$ cat config.mk
export PLATFORM = sky130hd
export DESIGN_NAME = tristate_tx_driver
export DESIGN_NICKNAME = d
export VERILOG_FILES = /design/src/rtl/tristate_tx_driver.sv
export SDC_FILE = /design/constraint.sdc
export NUM_CORES = 1
export LEC_CHECK = 0
export CAP_MARGIN = 20
export CELL_PAD_IN_SITES_DETAIL_PLACEMENT = 1
export CELL_PAD_IN_SITES_GLOBAL_PLACEMENT = 1
export CORE_MARGIN = 1.5
export CORE_UTILIZATION = 44
export DETAILED_ROUTE_END_ITERATION = 16
export PLACE_DENSITY = 0.79
export SYNTH_ARGS = -nofsm -noshare
export SYNTH_HDL_FRONTEND = slang
export SYNTH_SLANG_ARGS = --single-unit
$ cat constraint.sdc
create_clock -name clk -period 3.45 [get_ports clk]
set_input_delay 0.69 -clock clk [delete_from_list [all_inputs] [get_ports clk]]
set_output_delay 0.69 -clock clk [all_outputs]
set_load 0.005 [all_outputs]
$ cat src/rtl/tristate_tx_driver.sv
// Half-duplex single-wire transmitter: START(1), DATA_W bits LSB first, STOP(0), then TURN_CYC released cycles.
// Define TRISTATE_TX_NATIVE_Z_EN to add the resolved inout port `pad`.
module tristate_tx_driver #(
    parameter int unsigned DATA_W   = 8,
    parameter int unsigned TURN_CYC = 2
) (
    input  logic              clk,
    input  logic              rst_n,
    input  logic              tx_valid,
    output logic              tx_ready,
    input  logic [DATA_W-1:0] tx_data,
    output logic              pad_o,
    output logic              pad_oe,
    output logic              busy,
    output logic              done
`ifdef TRISTATE_TX_NATIVE_Z_EN
    ,
    inout  wire               pad
`endif
);

    localparam int unsigned CNT_W = $clog2(DATA_W);
    localparam logic [CNT_W-1:0] LAST_BIT  = CNT_W'(DATA_W - 1);
    localparam logic [3:0]       TURN_LOAD = 4'(TURN_CYC - 1);

    if (DATA_W < 2 || DATA_W > 32) begin : g_bad_data_w
        $error("tristate_tx_driver: DATA_W must be within 2..32");
    end
    if (TURN_CYC < 1 || TURN_CYC > 15) begin : g_bad_turn_cyc
        $error("tristate_tx_driver: TURN_CYC must be within 1..15");
    end

    typedef enum logic [2:0] {
        IDLE,
        START,
        DATA,
        STOP,
        TURN
    } state_t;

    state_t            r_state, w_state_nxt;
    logic [DATA_W-1:0] r_shift, w_shift_nxt;
    logic [CNT_W-1:0]  r_bit,   w_bit_nxt;
    logic [3:0]        r_turn,  w_turn_nxt;
    logic              r_pad_o, r_pad_oe, r_busy, r_done, r_ready;
    logic              w_pad_o_nxt, w_pad_oe_nxt;

    always_comb begin
        w_state_nxt = r_state;
        w_shift_nxt = r_shift;
        w_bit_nxt   = r_bit;
        w_turn_nxt  = r_turn;
        unique case (r_state)
            IDLE: begin
                if (tx_valid) begin
                    w_shift_nxt = tx_data;
                    w_bit_nxt   = '0;
                    w_state_nxt = START;
                end
            end
            START: w_state_nxt = DATA;
            DATA: begin
                w_shift_nxt = {1'b0, r_shift[DATA_W-1:1]};
                if (r_bit == LAST_BIT) begin
                    w_state_nxt = STOP;
                end else begin
                    w_bit_nxt = r_bit + 1'b1;
                end
            end
            STOP: begin
                w_turn_nxt  = TURN_LOAD;
                w_state_nxt = TURN;
            end
            TURN: begin
                if (r_turn == '0) begin
                    w_state_nxt = IDLE;
                end else begin
                    w_turn_nxt = r_turn - 1'b1;
                end
            end
            default: w_state_nxt = IDLE;
        endcase
    end

    // Outputs are registered from the next state, so in DATA the post-shift LSB is what goes on the pad.
    always_comb begin
        w_pad_oe_nxt = (w_state_nxt == START) || (w_state_nxt == DATA) || (w_state_nxt == STOP);
        w_pad_o_nxt  = 1'b0;
        if (w_state_nxt == START) begin
            w_pad_o_nxt = 1'b1;
        end else if (w_state_nxt == DATA) begin
            w_pad_o_nxt = w_shift_nxt[0];
        end
    end

    always_ff @(posedge clk or negedge rst_n) begin
        if (!rst_n) begin
            r_state  <= IDLE;
            r_shift  <= '0;
            r_bit    <= '0;
            r_turn   <= '0;
            r_pad_o  <= 1'b0;
            r_pad_oe <= 1'b0;
            r_busy   <= 1'b0;
            r_done   <= 1'b0;
            r_ready  <= 1'b1;
        end else begin
            r_state  <= w_state_nxt;
            r_shift  <= w_shift_nxt;
            r_bit    <= w_bit_nxt;
            r_turn   <= w_turn_nxt;
            r_pad_o  <= w_pad_o_nxt;
            r_pad_oe <= w_pad_oe_nxt;
            r_busy   <= (w_state_nxt != IDLE);
            r_done   <= (r_state == STOP);
            r_ready  <= (w_state_nxt == IDLE);
        end
    end

    assign pad_o    = r_pad_o;
    assign pad_oe   = r_pad_oe;
    assign busy     = r_busy;
    assign done     = r_done;
    assign tx_ready = r_ready;

`ifdef TRISTATE_TX_NATIVE_Z_EN
    assign pad = r_pad_oe ? r_pad_o : 1'bz;
`endif

`ifdef FORMAL
    always_comb begin
        if (!r_pad_oe) begin
            assert (!r_pad_o && (r_state == IDLE || r_state == TURN));
        end
    end
`endif

endmodule
# After elaboration in Yosys (flattened, before gate mapping)

Cells that the tools add are included.

Equal/unequal tests: 11
Mux-type cells: 13
Reductions and logical operators: 11
Add/sub/neg operators: 2

Operators by type and width:

| cell                                              | number |
|---|---|
| one-hot mux 8 bit (2 select lines)                | 1 |
| 2-to-1 mux 3 bit                                  | 5 |
| one-hot mux 3 bit (5 select lines)                | 1 |
| == test 3 x 2 -> 1 bit (second input constant)    | 4 |
| 2-to-1 mux 8 bit                                  | 1 |
| one-hot mux 4 bit (2 select lines)                | 1 |
| == test 3 x 1 -> 1 bit (second input constant)    | 2 |
| == test 3 bit (second input constant)             | 2 |
| zero test 3 bit                                   | 2 |
| != test 2 bit (second input constant)             | 3 |
| one-hot mux 3 bit (2 select lines)                | 1 |
| zero test 4 bit                                   | 1 |
| 2-to-1 mux 4 bit                                  | 1 |
| AND reduction 2 bit                               | 2 |
| nonzero test 2 bit                                | 2 |
| subtractor 4 x 1 -> 4 bit (second input constant) | 1 |
| adder 3 x 1 -> 3 bit (second input constant)      | 1 |
| AND reduction 3 bit                               | 1 |
| nonzero test 3 bit                                | 1 |
| logical OR 1 bit                                  | 2 |
| 2-to-1 mux 1 bit                                  | 2 |

Output and inout port bits: 5
Register bits after elaboration: 23
Word-level logic and storage cells: 47
Input port bits: 11

# Depth between registers and ports, before layout

Word-level depth: 6
Depth in mapped cells: 5
Mapped depth without buffers: 5

# Worst setup path after synthesis

No wires, ideal clock.

Path kind: input to register
Start point: input port tx_valid
End point: register r_bit[1]
Required time: 3.329 ns
Setup time: 0.121 ns
Arrival: 1.522 ns
Stages on the path: 4
Buffers on the path: 2
Slack: 1.807 ns
Cells stage by stage: buf_2 -> buf_1 -> o21ai_0 -> a22o_1

Longest elaborated chain between the ends: 2

Ends and longest elaborated chain:

| element                              | RTL line | source |
|---|---|---|
| start: declaration                   | 9        | `input logic tx_valid,` |
| != test 2 bit (no source line)       | --       |  |
| AND reduction 3 bit (no source line) | --       |  |
| end signal: assignment               | 110      | `r_bit <= w_bit_nxt;` |
| end: declaration                     | 43       | `logic [CNT_W-1:0] r_bit, w_bit_nxt;` |

Every way passes these cells.
A chain may end at the register's enable or synchronous reset.

# Final worst setup path

Start point: register r_ready, in the netlist tx_ready
End point: output port tx_ready

RTL lines:

| element                  | RTL line | source |
|---|---|---|
| start: declaration       | 45       | `logic r_pad_o, r_pad_oe, r_busy, r_done, r_ready;` |
| start signal: assignment | 116      | `r_ready <= (w_state_nxt == IDLE);` |
| end: declaration         | 10       | `output logic tx_ready,` |

No word-level cell between the ends.

==> impl_metrics.ini <==
[status]
status = complete, no violations

[synth]
synth_area_leaders = dfrtp_1 (47%), o21ai_0 (5.2%), a22oi_1 (4.5%), a31oi_1 (4.3%), nor2b_1 (4.3%)
synth_edf_count = 0
async_reset_ff_share_pct = 100.0
synth.distinct_cells = 31
synthFlopType = dfrtp_1
synth_seq_cells = 23
syn_area_per_cell_um2 = 10.31
synth_cells = 113
synthesis.nets = 127
syn_area_um2 = 1165
yosysSeqAreaShare_pct = 49.52
ys_warn_count = 0
synth_top_area_share_pct = 47.26
synth_area_leader_cell = dfrtp_1

[power_and_ir_drop]
comb_power_share_pct = 41.9
peakVddDrop_mv = 0.5363
p_int_w = 0.0006765
power.density_nw_per_um2 = 818.9
switching_share_pct = 39.92
p_sw_w = 0.0004495
power_w = 0.001126
cellLeakagePower_nw = 0.5718
clkPwrFrac_pct = 11.5
p_seq_share_pct = 46.6

[layout]
final_nets = 142
areaGrowthSynthToFinish_pct = 18.05
multiInputGateArea_um2 = 538.0
antenna_cells = 0
seq_area_um2 = 576.8
drive_above_1_share_pct = 9.449
final_common_cell = dfrtp_1
fill_cells = 286
final_cell_mix = dfrtp_1 (22), clkdlybuf4s50_1 (15), o21ai_0 (12)

[sta]
maxSlewViolCount = 0
hold_slack_ns = 0.5183
hold_viol_final = 0
period_needed_ns = 2.049
finClkSkew_ns = 0.002390
rsz0062_at_grt = false
relSlewSlack_pct = 54.63
setup_slack_ns = 1.401
fin_tns_setup_ns = 0
final-setup-viol-count = 0
post-route-period-util_pct = 59.39
max_freq_ghz = 0.4881
worst_slew_pin_slew_ns = 0.6806

[worst_setup_path]
crit_arrival_ns = 1.36
slowest_stage = dfstp_2
critical_path.top_delay_family = flip-flops
rrSetupSlack_ns = 1.77
cp_max_fo = 1
timing.critical_path.buf_inv = 1
endpoint_kind = output port
cpPeakStageDelay_ns = 0.54
startpoint_type = flip-flop
crit_type = flip-flop to output port
required_ns = 2.76
cp_cell_sequence = clkdlybuf4s50_1

[cts]
cts_sinks = 23
insertion_delay_ns = 0.32
cts_tree = done
cts_buffers = 3
htree_levels = 1
post_cts_buffers = 0
cts_resized = 0
clkTransAtPathRegs_ns = 0.13
root_buffer = clkbuf_4
cts_hold_buf = 0
cts_buffer_depth = 2

[floorplanning]
dieWidth_um = 54.46
core_um2 = 2500
die_h_um = 54.46
initial_core_util_pct = 46.60
core.rowCount = 18
ioPinCount = 16
dieArea_um2 = 2965

[routing]
routed_via_density = 5.873
vias = 922
drt-initial-drc-count = 6
firstDrtPassIters = 4
ant_nets = 0
wl_mm = 2.618
routedWlPerCell_um = 16.68
drc = 0

[grt]
grt_overflow = 0
antenna_found_initial = 0
grt_pass1_wl_mm = 4.395
grt_use_total_pct = 21.06
grt_max_degree = 24
grt_pass1_vias = 979

[flow_run]
drv_cap = 0

[min_path]
hp-class = flip-flop to flip-flop

[placement]
gp_congestion = 0.7264
hpwlAfterDp_mm = 1.786
pre_cts_ws_ns = 1.158
portBuffers = 15
==> area by class of cell <==
type,instances,share of cell area (%)
sequential,23,41.95
inverter,3,0.8189
multi-input combinational,80,39.13
tap,30,2.730
timing repair buffer,17,13.47
clock buffer,4,1.911
==> synth_stat cells (all sizes together), types with 2 or more instances <==
master	instances
nor2b	8
inv	3
ha	3
a31oi	8
a21o	2
nand3b	4
mux2i	3
a22o	3
dfrtp	22
nand2b	3
xnor2	2
buf	6
nor2	4
nor3	3
a22oi	7
o21ai	12
or2	2
a21oi	3
nand2	7
==> registers in the layout, summed over array words and instances, names as in the netlist <==
name / flops
busy: 1
tx_ready: 1
done: 1
pad_o: 1
r_turn: 4
r_shift: 8
pad_oe: 1
r_bit: 3
r_state: 3
==> worst paths after layout <==
kind / cells past startpoint / endpoint / from
worst max-delay path: 1 / tx_ready / tx_ready
worst min-delay path: 1 / r_turn[0] / r_turn[0]
worst max register to register: 3 / r_shift[4] / r_state[1]
worst min register to register: 1 / r_turn[0] / r_turn[0]
max in group asynchronous: 3 / tx_ready / rst_n
min in group asynchronous: 1 / r_state[0] / rst_n
==> metal layers <==
metal	global-route usage [%]	up-vias	share of wire, %
li1	-	435	-
met1	25.35	464	48
met2	35.74	18	47
met3	4.372	5	3.6
met4	10.00	0	1.9
met5	0	-	0
==> power groups by stage <==
stage | Clock [W] | Combinational, W | Sequential [W]
after floorplan | 0 | 0.000393 | 0.000453
after global placement | 0 | 0.000448 | 0.000523
after detailed placement | 0 | 0.000473 | 0.000528
after CTS | 0.000136 | 0.000476 | 0.000526
after global routing | 0.000139 | 0.000545 | 0.000542
final | 0.000130 | 0.000472 | 0.000524
==> per-stage QoR <==
stage,area (um2),instances,utilization [%]
floorplan,1165,113,-
global placement,1321,152,52.85
detailed placement,1321,152,52.85
CTS,1348,156,53.90
global route,1375,157,55.01
finish,1375,157,55.01
==> kinds of logic (layout without fill, tap and decap cells) <==
| kind of cell | count (synthesis) | count (layout) | share of synthesized area, % |
|---|---|---|---|
| xor gates and xnor gates | 2 | 2 | 1.504 |
| AOI/OAI and AO/OA | 37 | 37 | 21.16 |
| muxes | 3 | 3 | 2.578 |
| buffers and inverters | 10 | 24 | 4.296 |
| and+or+nand+nor | 35 | 35 | 17.72 |
| adders and majority gates | 3 | 3 | 3.223 |
| DFF | 23 | 23 | 49.52 |
No activity file was read; power rests on OpenSTA's default activity.
